### config.mk
export PLATFORM = sky130hd
export DESIGN_NAME = pipe_hazard_ctrl
export DESIGN_NICKNAME = d
export VERILOG_FILES = /design/src/rtl/pipe_hazard_ctrl_pkg.sv /design/src/rtl/hazard_perf_cnt.sv /design/src/rtl/pipe_hazard_ctrl.sv
export SDC_FILE = /design/constraint.sdc
export NUM_CORES = 1
export LEC_CHECK = 0
export ABC_CLOCK_PERIOD_IN_PS = 6000
export CORE_UTILIZATION = 30
export CTS_BUF_LIST = sky130_fd_sc_hd__clkbuf_2 sky130_fd_sc_hd__clkbuf_4 sky130_fd_sc_hd__clkbuf_8
export DETAILED_ROUTE_END_ITERATION = 12
export DONT_BUFFER_PORTS = 1
export PLACE_DENSITY = 0.48
export SYNTH_ARGS = -nofsm -noshare
export SYNTH_HDL_FRONTEND = slang
export SYNTH_SLANG_ARGS = --single-unit
### constraint.sdc
create_clock -name clk -period 6 [get_ports clk]
set_input_delay 1.5 -clock clk [delete_from_list [all_inputs] [get_ports clk]]
set_output_delay 1.5 -clock clk [all_outputs]
set_load 0.02 [all_outputs]
### src/rtl/pipe_hazard_ctrl_pkg.sv
// hazard_pkg: shared state type, register constants and load-use compare for the hazard controller
package hazard_pkg;
  typedef enum logic [1:0] {RUN, FLUSH, WAIT} ctrl_state_t;
  localparam logic [4:0] REG_X0 = 5'd0;
  function automatic logic lu_detect(input logic mem_r, input logic [4:0] wr_addr, rs1_addr, rs2_addr,
                                     input logic use_rs1, use_rs2);
    return mem_r && (wr_addr != REG_X0) &&
           ((use_rs1 && rs1_addr == wr_addr) || (use_rs2 && rs2_addr == wr_addr));
  endfunction
endpackage

### src/rtl/hazard_perf_cnt.sv
// hazard_perf_cnt: wrapping counters of stall cycles and flush events
module hazard_perf_cnt #(
  parameter int CNT_W = 32
) (
  input  logic             clk,
  input  logic             rst,
  input  logic             stall_inc,
  input  logic             flush_inc,
  output logic [CNT_W-1:0] stall_cnt,
  output logic [CNT_W-1:0] flush_cnt
);
  always_ff @(posedge clk) begin
    if (!rst) begin
      stall_cnt <= '0;
      flush_cnt <= '0;
    end else begin
      stall_cnt <= stall_cnt + CNT_W'(stall_inc);
      flush_cnt <= flush_cnt + CNT_W'(flush_inc);
    end
  end
endmodule

### src/rtl/pipe_hazard_ctrl.sv
// pipe_hazard_ctrl: stall/flush sequencer for the 5-stage pipeline with hazard counters
module pipe_hazard_ctrl
  import hazard_pkg::*;
#(
  parameter int FLUSH_CYCLES = 2,
  parameter int CNT_W        = 32
) (
  input  logic             clk,
  input  logic             rst,
  input  logic [4:0]       id_rs1_addr,
  input  logic [4:0]       id_rs2_addr,
  input  logic             id_use_rs1,
  input  logic             id_use_rs2,
  input  logic             ex_mem_r,
  input  logic [4:0]       ex_wr_addr,
  input  logic             ex_branch_taken,
  input  logic             imem_wait,
  input  logic             dmem_wait,
  output logic             pc_stall,
  output logic             IF_ID_stall,
  output logic             IF_ID_flush,
  output logic             ID_EX_stall,
  output logic             ID_EX_flush,
  output logic             EX_MEM_stall,
  output logic             MEM_WB_stall,
  output logic             redirect_en,
  output logic [CNT_W-1:0] stall_cnt,
  output logic [CNT_W-1:0] flush_cnt
);
  ctrl_state_t state;
  logic [2:0]  flush_ctr;
  logic        pend_flush;
  logic        mwait, lu, run_like, take, stall_all, bubble, fl;
  always_comb begin
    mwait     = imem_wait | dmem_wait;
    lu        = lu_detect(ex_mem_r, ex_wr_addr, id_rs1_addr, id_rs2_addr, id_use_rs1, id_use_rs2);
    run_like  = (state == RUN) || (state == WAIT);
    // a wait release replays a branch that arrived while the pipeline was frozen
    take      = ex_branch_taken || (state == WAIT && pend_flush);
    stall_all = rst && mwait;
    redirect_en = rst && run_like && !mwait && take;
    bubble    = rst && run_like && !mwait && !take && lu;
    fl        = rst && state == FLUSH && !mwait;
    pc_stall     = stall_all || bubble;
    IF_ID_stall  = stall_all || bubble;
    IF_ID_flush  = redirect_en || fl;
    ID_EX_stall  = stall_all;
    ID_EX_flush  = redirect_en || fl || bubble;
    EX_MEM_stall = stall_all;
    MEM_WB_stall = stall_all;
  end
  always_ff @(posedge clk) begin
    if (!rst) begin
      state      <= RUN;
      flush_ctr  <= '0;
      pend_flush <= 1'b0;
    end else if (mwait) begin
      if (state != FLUSH) begin
        state      <= WAIT;
        pend_flush <= pend_flush || ex_branch_taken;
      end
    end else if (state == FLUSH) begin
      flush_ctr <= flush_ctr - 3'd1;
      state     <= (flush_ctr == 3'd1) ? RUN : FLUSH;
    end else begin
      pend_flush <= 1'b0;
      state      <= (take && FLUSH_CYCLES > 1) ? FLUSH : RUN;
      flush_ctr  <= (take && FLUSH_CYCLES > 1) ? 3'(FLUSH_CYCLES - 1) : 3'd0;
    end
  end
  hazard_perf_cnt #(.CNT_W(CNT_W)) u_cnt (
    .clk       (clk),
    .rst       (rst),
    .stall_inc (stall_all || bubble),
    .flush_inc (redirect_en),
    .stall_cnt (stall_cnt),
    .flush_cnt (flush_cnt)
  );
endmodule

[Word-level counts from Yosys, hierarchy flattened]
Cells that the tools add are included.
Storage, ports and cells
  bits in registers: 70
  logic and storage cells: 52
Operators by class
  add/sub/neg operators: 3
  equality and inequality tests: 8
  muxes and demuxes: 10
  bitwise logic cells: 1
  reduce and logical (&&, ||, !) cells: 25
Operators by type and width (count)
  32-bit by 1-bit adder with 32-bit output: 2
  1-bit logical AND: 13
  5-bit equality test: 2
  1-bit logical OR: 7
  1-bit 2-to-1 mux: 7
  5-bit nonzero test: 1
  2-bit 2-to-1 mux: 2
  2-bit by 1-bit inequality test with 1-bit output, second input constant: 2
  3-bit by 1-bit equality test with 1-bit output, second input constant: 1
  3-bit 2-to-1 mux: 1
  3-bit by 1-bit subtractor with 3-bit output, second input constant: 1
  2-bit by 1-bit equality test with 1-bit output, second input constant: 1
  2-bit equality test, second input constant: 1
  1-bit logical NOT: 2
  2-bit logical NOT: 1
  2-bit inequality test, second input constant: 1
  2-bit AND reduction: 1
  1-bit OR: 1

[Logic depth before layout (Yosys ltp)]
  depth after elaboration: 8
  gate-level depth with buffers: 11
  mapped depth without buffers: 10

[Cells and area by module]
From an unflattened synthesis, not the netlist that was laid out.
Second synthesis, totals
  cell total of the unflattened synthesis: 409
  area total of the unflattened synthesis: 3483.3 um^2
Modules (own cells, without submodules)
  hazard_perf_cnt: instances 1, cells an instance 345, area each 2985.4 um^2, seq. area each 1281.2 um^2
  pipe_hazard_ctrl: instances 1, cells an instance 64, area each 498.0 um^2, seq. area each 120.1 um^2

[Worst setup path before layout]
No wires, ideal clock.
  kind: input to output
  start point: input port dmem_wait
  end point: output port pc_stall
  arrival time: 3085 ps
  data required time: 4500 ps
  path slack: 1415 ps
  stages: 5
  cell sequence: or3b_2 > nor2_1 > nand4_1 > o21ai_0 > buf_4
On the way
  word-level cells in the longest chain between the ends: 6
  elaborated cells between the ends (all ways): 7
Ends and longest elaborated chain
  from (decl): RTL line pipe_hazard_ctrl.sv:18  | input logic dmem_wait,
  1-bit OR (*): RTL line pipe_hazard_ctrl.sv:35  | mwait = imem_wait | dmem_wait;
  1-bit logical NOT: RTL line pipe_hazard_ctrl.sv:42  | bubble = rst && run_like && !mwait && !take && lu;
  1-bit logical AND (3 in series): RTL line pipe_hazard_ctrl.sv:42
  1-bit logical OR (*)
  to (decl): RTL line pipe_hazard_ctrl.sv:19  | output logic pc_stall,
Every way passes the cells marked *; elsewhere a longest branch is shown, timed or not.

[Worst setup path after layout]
  start point: input port dmem_wait
  end point: register u_cnt.stall_cnt[26]
On the way
  word-level cells in the longest chain between the ends: 7
  elaborated cells between the ends (all ways): 8
Ends and longest elaborated chain
  1-bit OR (*): RTL line pipe_hazard_ctrl.sv:35
  1-bit logical NOT: RTL line pipe_hazard_ctrl.sv:42
  1-bit logical AND (3 in series): RTL line pipe_hazard_ctrl.sv:42
  1-bit logical OR (*): RTL line pipe_hazard_ctrl.sv:74  | .stall_inc (stall_all || bubble),
  32-bit by 1-bit adder with 32-bit output (*): RTL line hazard_perf_cnt.sv:17  | stall_cnt <= stall_cnt + CNT_W'(stall_inc);
  to (signal assigned): RTL line hazard_perf_cnt.sv:17
  to (decl): RTL line hazard_perf_cnt.sv:9  | output logic [CNT_W-1:0] stall_cnt,
Marks and branches as above.
A chain may end at the register's enable or synchronous reset.

==> results.ini <==
[timing]
fin_crit_sh_pct = 71.3
tightest_slew_ns = 1.05
rsz0062_at_grt = no
setup_tns_ns = 0
hold_viol = 0
drv_slew = 0
post-route-min-period_ns = 4.28
timing.fmax_ghz = 0.234
slew_headroom_pct = 30.1
skew_ns = 0.00398
setup_violations = 0

[min_path]
hp-class = reg2reg

[clock_tree]
clockBufferDepth = 2
cts_resized = 0
clock-sinks = 70
cts_max_level = 3
cts_tree = built
cts_hold_buf = 0
cts_setup_buffers = 0
clock_latency_ns = 0.35
cts_root_buf = clkbuf_8
path_clk_slew_ns = 0.07
cts_buffers = 9

[floorplanning]
dieHeight_um = 109
rows = 38
io_pins = 95
die_x_um = 109
initial_core_util_pct = 31.3
core_mm2 = 0.0110
dieArea_mm2 = 0.0119

[synthesis]
synthesis.instances = 404
avgSynthCellArea_um2 = 8.51
synth_seq_area_share_pct = 40.7
synth_area_mm2 = 0.00344
synth_edf_count = 0
ys.flop_type = dfxtp_1
synth_top_family_by_area = simple AND/OR/NAND/NOR gates
synth_compound_area_share_pct = 12.0
ys_ff_latch = 70
synth_fa_ha_area_share_pct = 2.18
synthesis.nets = 433
synthArstFlopShare_pct = 0
synth_xor_xnor_area_share_pct = 8.91
yosys_warnings = 0
ys_types = 41
yosys.area_share.simple_pct = 30.5
synthMuxAreaShare_pct = 2.04

[pwr]
p_leak_uw = 0.00115
ir_drop_mv = 0.141
power.density_mw_per_mm2 = 233
p_total_uw = 864

[layout]
fill_cells = 1138
num_antenna_cells = 0
area_delta_synth_final_pct = 8.08
drive_above_1_share_pct = 6.72
fin_nets = 428

[detailed_routing]
remaining_drc_errors = 0
drtAntennaViolNets = 0
firstDrtPassIters = 4
vias = 2932
wl_per_cell_um = 15.3
drt_iter0_markers = 175
via_per_inst = 5.41
wl_mm = 8.29

[critical_path]
cp.arrival_ns = 4.56
cp.required_ns = 6.28
critPathCaptureType = flip-flop
cp_top_family = simple AND/OR/NAND/NOR gates
critPathMaxFanout = 19
cp-start-kind = input pin
critPathKind = in2reg
crit_chain = or3b_2 -> nor2_1 -> nand4_1 -> o21ai_0 -> ha_1 -> ha_1 -> and2_1 -> nand4_1 -> or4_1 -> a21oi_1
critical-path-max-stage-delay_ns = 0.68
path_buf_inv = 0
critPathSlowestCell = or4_1

[global_route]
grt_start_max_net_pins = 56
antenna_found_initial = 0
grt_pass1_vias = 2659
grt_pass1_wl_mm = 13.1
overflow = 0
track_usage_pct = 14.4

[flow_run]
maxCapViolCount = 0

[placement]
dp_hpwl_mm = 5.83
gp_congestion = 0.714
numPortBuffers = 0

[outcome]
outcome = completed

## path summary, 6_finish.rpt
kind / startpoint / end / slack (ns) / depth (start not counted)
worst min register to register: flush_ctr[2] / flush_ctr[2] / 0.50 / 2
worst min-delay path: flush_ctr[2] / flush_ctr[2] / 0.50 / 2
worst max-delay path: dmem_wait / u_cnt.stall_cnt[26] / 1.72 / 10
worst max register to register: state[0] / u_cnt.stall_cnt[26] / 2.61 / 10
## through the flow
stage	util (%)	worst slack, ns	cell area [um2]	instances	hold slack (ns)
detailed placement	32.2	1.32	3540	528	0.486
global route	33.8	1.34	3720	542	0.530
floorplan	-	1.42	3440	404	0.454
CTS	33.8	1.70	3720	542	0.503
global placement	32.2	1.37	3540	528	0.468
finish	33.8	1.72	3720	542	0.495
## cells in the mapped netlist (all sizes together) (4+ instances only)
library cell,number,area (um2)
and2,7,43.8
nor2,35,131
nand3,21,105
xnor2,16,140
or3,14,87.6
or4,14,110
nor3,10,50.1
nand2,30,113
buf,7,45.0
nand2b,10,62.6
clkbuf,10,37.5
nand4,18,134
o41ai,4,35.0
nor4,12,75.1
and3,5,31.3
ha,6,75.1
o31ai,12,90.1
or2,4,25.0
xor2,19,166
and4,6,52.6
mux2i,7,70.1
dfxtp,70,1400
o21ai,15,75.1
inv,11,41.3
a21oi,30,150
## cells in the final DEF (no fill, tap or decap), types with 2 or more instances in the layout
cell	synthesis	layout
xnor2_1	16	16
dfxtp_1	70	70
xor2_1	19	19
or4b_2	2	2
clkbuf_8	0	12
o21ai_0	15	15
nand3_1	21	21
nand4_1	16	16
inv_1	10	10
nand2b_1	10	10
or3_1	14	14
ha_1	6	6
and3_1	5	5
nand2_1	30	30
mux2i_1	7	7
o311ai_0	2	2
o41ai_1	4	4
or2_2	4	4
nor2_1	35	35
a32oi_1	2	2
nor3_1	10	10
and2_1	6	6
nor4_1	12	12
a21oi_1	30	30
or4_1	12	12
and4_1	6	6
o31ai_1	12	12
## sequential cells by signal, summed over array words and instances (netlist names)
| name | count |
|---|---|
| pend_flush | 1 |
| flush_ctr | 3 |
| u_cnt.stall_cnt | 32 |
| state | 2 |
| u_cnt.flush_cnt | 32 |
## worst reg2reg max path, cell delays in order, from the launching register on
cell     delay (ns)
dfxtp_1        0.41
inv_1          0.08
a31oi_1        0.33
nand4_1        0.17
o21ai_0        0.29
ha_1           0.24
ha_1           0.18
and2_1         0.23
nand4_1        0.56
or4_1          0.69
a21oi_1        0.14
## cells by family (layout without fill, tap and decap cells)
kind of cell / count (synthesis) / count (layout)
simple gates: 189 / 189
flops: 70 / 70
compound gates: 69 / 69
xor+xnor: 35 / 35
buf+inv: 28 / 26
mux: 7 / 7
fa+ha+maj: 6 / 6
## routing by layer
metal | vias up | global-route usage, % | routed length (um)
li1 | 1465 | - | -
met1 | 1366 | 15.8 | 3440
met2 | 90 | 23.8 | 3960
met3 | 11 | 6.87 | 748
met4 | 0 | 5.98 | 133
met5 | - | 0 | 0
## report_power, final
part	internal, uW	switching, uW	total (uW)
combinational	11.2	20.6	31.8
clock	184	176	360
sequential	468	4.94	473
total	663	202	864
## final cells by class
cell class	instances	area (um2)	area share (%)
inverters	11	41.3	1.11
clock buffers	13	173	4.64
multi-input cells	306	1910	51.5
flip-flops and latches	70	1400	37.7
repair buffers	1	7.51	0.202
well taps	140	175	4.71
clock inverters	1	5.00	0.135
Note: power is estimated with default switching activity, not from simulation.
==> edit, RTL diff (same settings) <==
`CNT_W` is set to 32 in 2 places; all go to 64.
--- a/src/rtl/hazard_perf_cnt.sv
+++ b/src/rtl/hazard_perf_cnt.sv
@@ -2,3 +2,3 @@
 module hazard_perf_cnt #(
-  parameter int CNT_W = 32
+  parameter int CNT_W = 64
 ) (
--- a/src/rtl/pipe_hazard_ctrl.sv
+++ b/src/rtl/pipe_hazard_ctrl.sv
@@ -5,3 +5,3 @@
   parameter int FLUSH_CYCLES = 2,
-  parameter int CNT_W        = 32
+  parameter int CNT_W        = 64
 ) (
Ports: changed (resized flush_cnt and stall_cnt); port bits go from 95 to 159. No check against the original RTL was run, so the function may have changed too.
==> edit against the original RTL <==
Setup slack got worse by 0.34 ns. Clock power grew 140%. Sequential share of layout area decreased by 1.5 points. Total power up 110%. Sequential cell count is 64 higher. Wire length increased by 140%. Synthesized area increased by 93%. Worst hold slack better by 0.0087 ns. Design area rose by 99%. Critical endpoint is now u_cnt.stall_cnt[54].
==> edit: results <==
group,metric,value,unit
status,outcome,"complete, no violations",
setup_path,critical-path-max-stage-delay,0.48,ns
clock_network,cts-htree-levels,4,
logic_synthesis,yosys.area_share.xor_xnor,11.2,%
logic_synthesis,postSynthCellCount,804,
setup_path,cp_arrival,5.00,ns
placed_design,place_congestion,0.776,
min_path,holdPathEnd,"flush_ctr[1]",
logic_synthesis,sequential_cell_area_fraction_in_the_yosys_report,40.3,%
setup_path,critPathCapture,"u_cnt.stall_cnt[54]",
power,intPower,1.40,mW
routing,routedLengthMet1,8530,µm
power,power.ir.vdd_worst,0.116,mV
logic_synthesis,post_synth_num_cell_types,46,
routing,wl_met2,9340,µm
power,power_consumed_by_combinational_cells,0.0396,mW
logic_synthesis,synth-adder-area-share,1.13,%
sta,tightest_slew,1.12,ns
global_routing,aggregate_global_route_resource_usage,17.5,%
power,power.share.sequential,49.4,%
clock_network,tritoncts_buffer_count,17,
final_layout,post_route_cells_drive_above_1_share,7.12,%
logic_synthesis,yosys-top-cells-count,"sky130_fd_sc_hd__dfxtp_1 (134), sky130_fd_sc_hd__nor2_1 (97), sky130_fd_sc_hd__nand4_1 (69)",
setup_path,reg2reg_setup_slack,2.35,ns
clock_network,worst_skew_pair.late_latency,0.46,ns
setup_path,worstPathMaxFanout,5,
placed_design,hpwl,14300,µm
logic_synthesis,synth_compound_area_share,7.82,%
sta,min_period,4.62,ns
power,total_power_consumption,1.82,mW
final_layout,largest_registers_in_the_final_layout,"u_cnt.flush_cnt (64), u_cnt.stall_cnt (64), flush_ctr (3)",
routing,met3_length,1520,µm
global_routing,largest_net_degree_at_the_start_of_global_routing,67,
logic_synthesis,synth_top_cells_by_area,"sky130_fd_sc_hd__dfxtp_1 (40%), sky130_fd_sc_hd__nand4_1 (6.5%), sky130_fd_sc_hd__xor2_1 (5.8%)",
routing,route.final.wire_length,19700,µm
logic_synthesis,proportion_of_synthesized_area_in_mux_cells,1.35,%
global_routing,first_global_vias,5575,
sta,worst_hold_slack,0.504,ns
sta,finalClockSkew,0.0224,ns
edit: cell types whose count changed in the layout (fill, tap and decap cells not counted), sizes merged, moves of 20 or more:
cell   delta
nand2    +22
nor2     +62
dfxtp    +64
nor4     +20
nand4    +53
nand3    +28
xnor2    +25
xor2     +25
edit: metal layers:
| layer | global-route usage [%] | vias up |
|---|---|---|
| met5 | 0 | - |
| met4 | 5.35 | 0 |
| met3 | 6.23 | 19 |
| met2 | 29.0 | 147 |
| met1 | 21.1 | 2730 |
| li1 | - | 2921 |
edit: logic make-up (layout without fill, tap and decap cells):
logic type,Yosys count,after routing
muxes,9,9
adders and majority gates,6,6
DFF,134,134
AOI/OAI and AO/OA,93,93
buffers and inverters,52,63
and+or+nand+nor,425,425
xor gates and xnor gates,85,85
edit: cell type report:
type / count / area, µm²
fillers: 2340 / 14300
multi-input cells: 618 / 3770
flip-flops and latches: 134 / 2680
well taps: 280 / 350
clock buffers: 21 / 289
clock inverters: 11 / 170
inverters: 21 / 81.3
repair buffers: 10 / 75.1
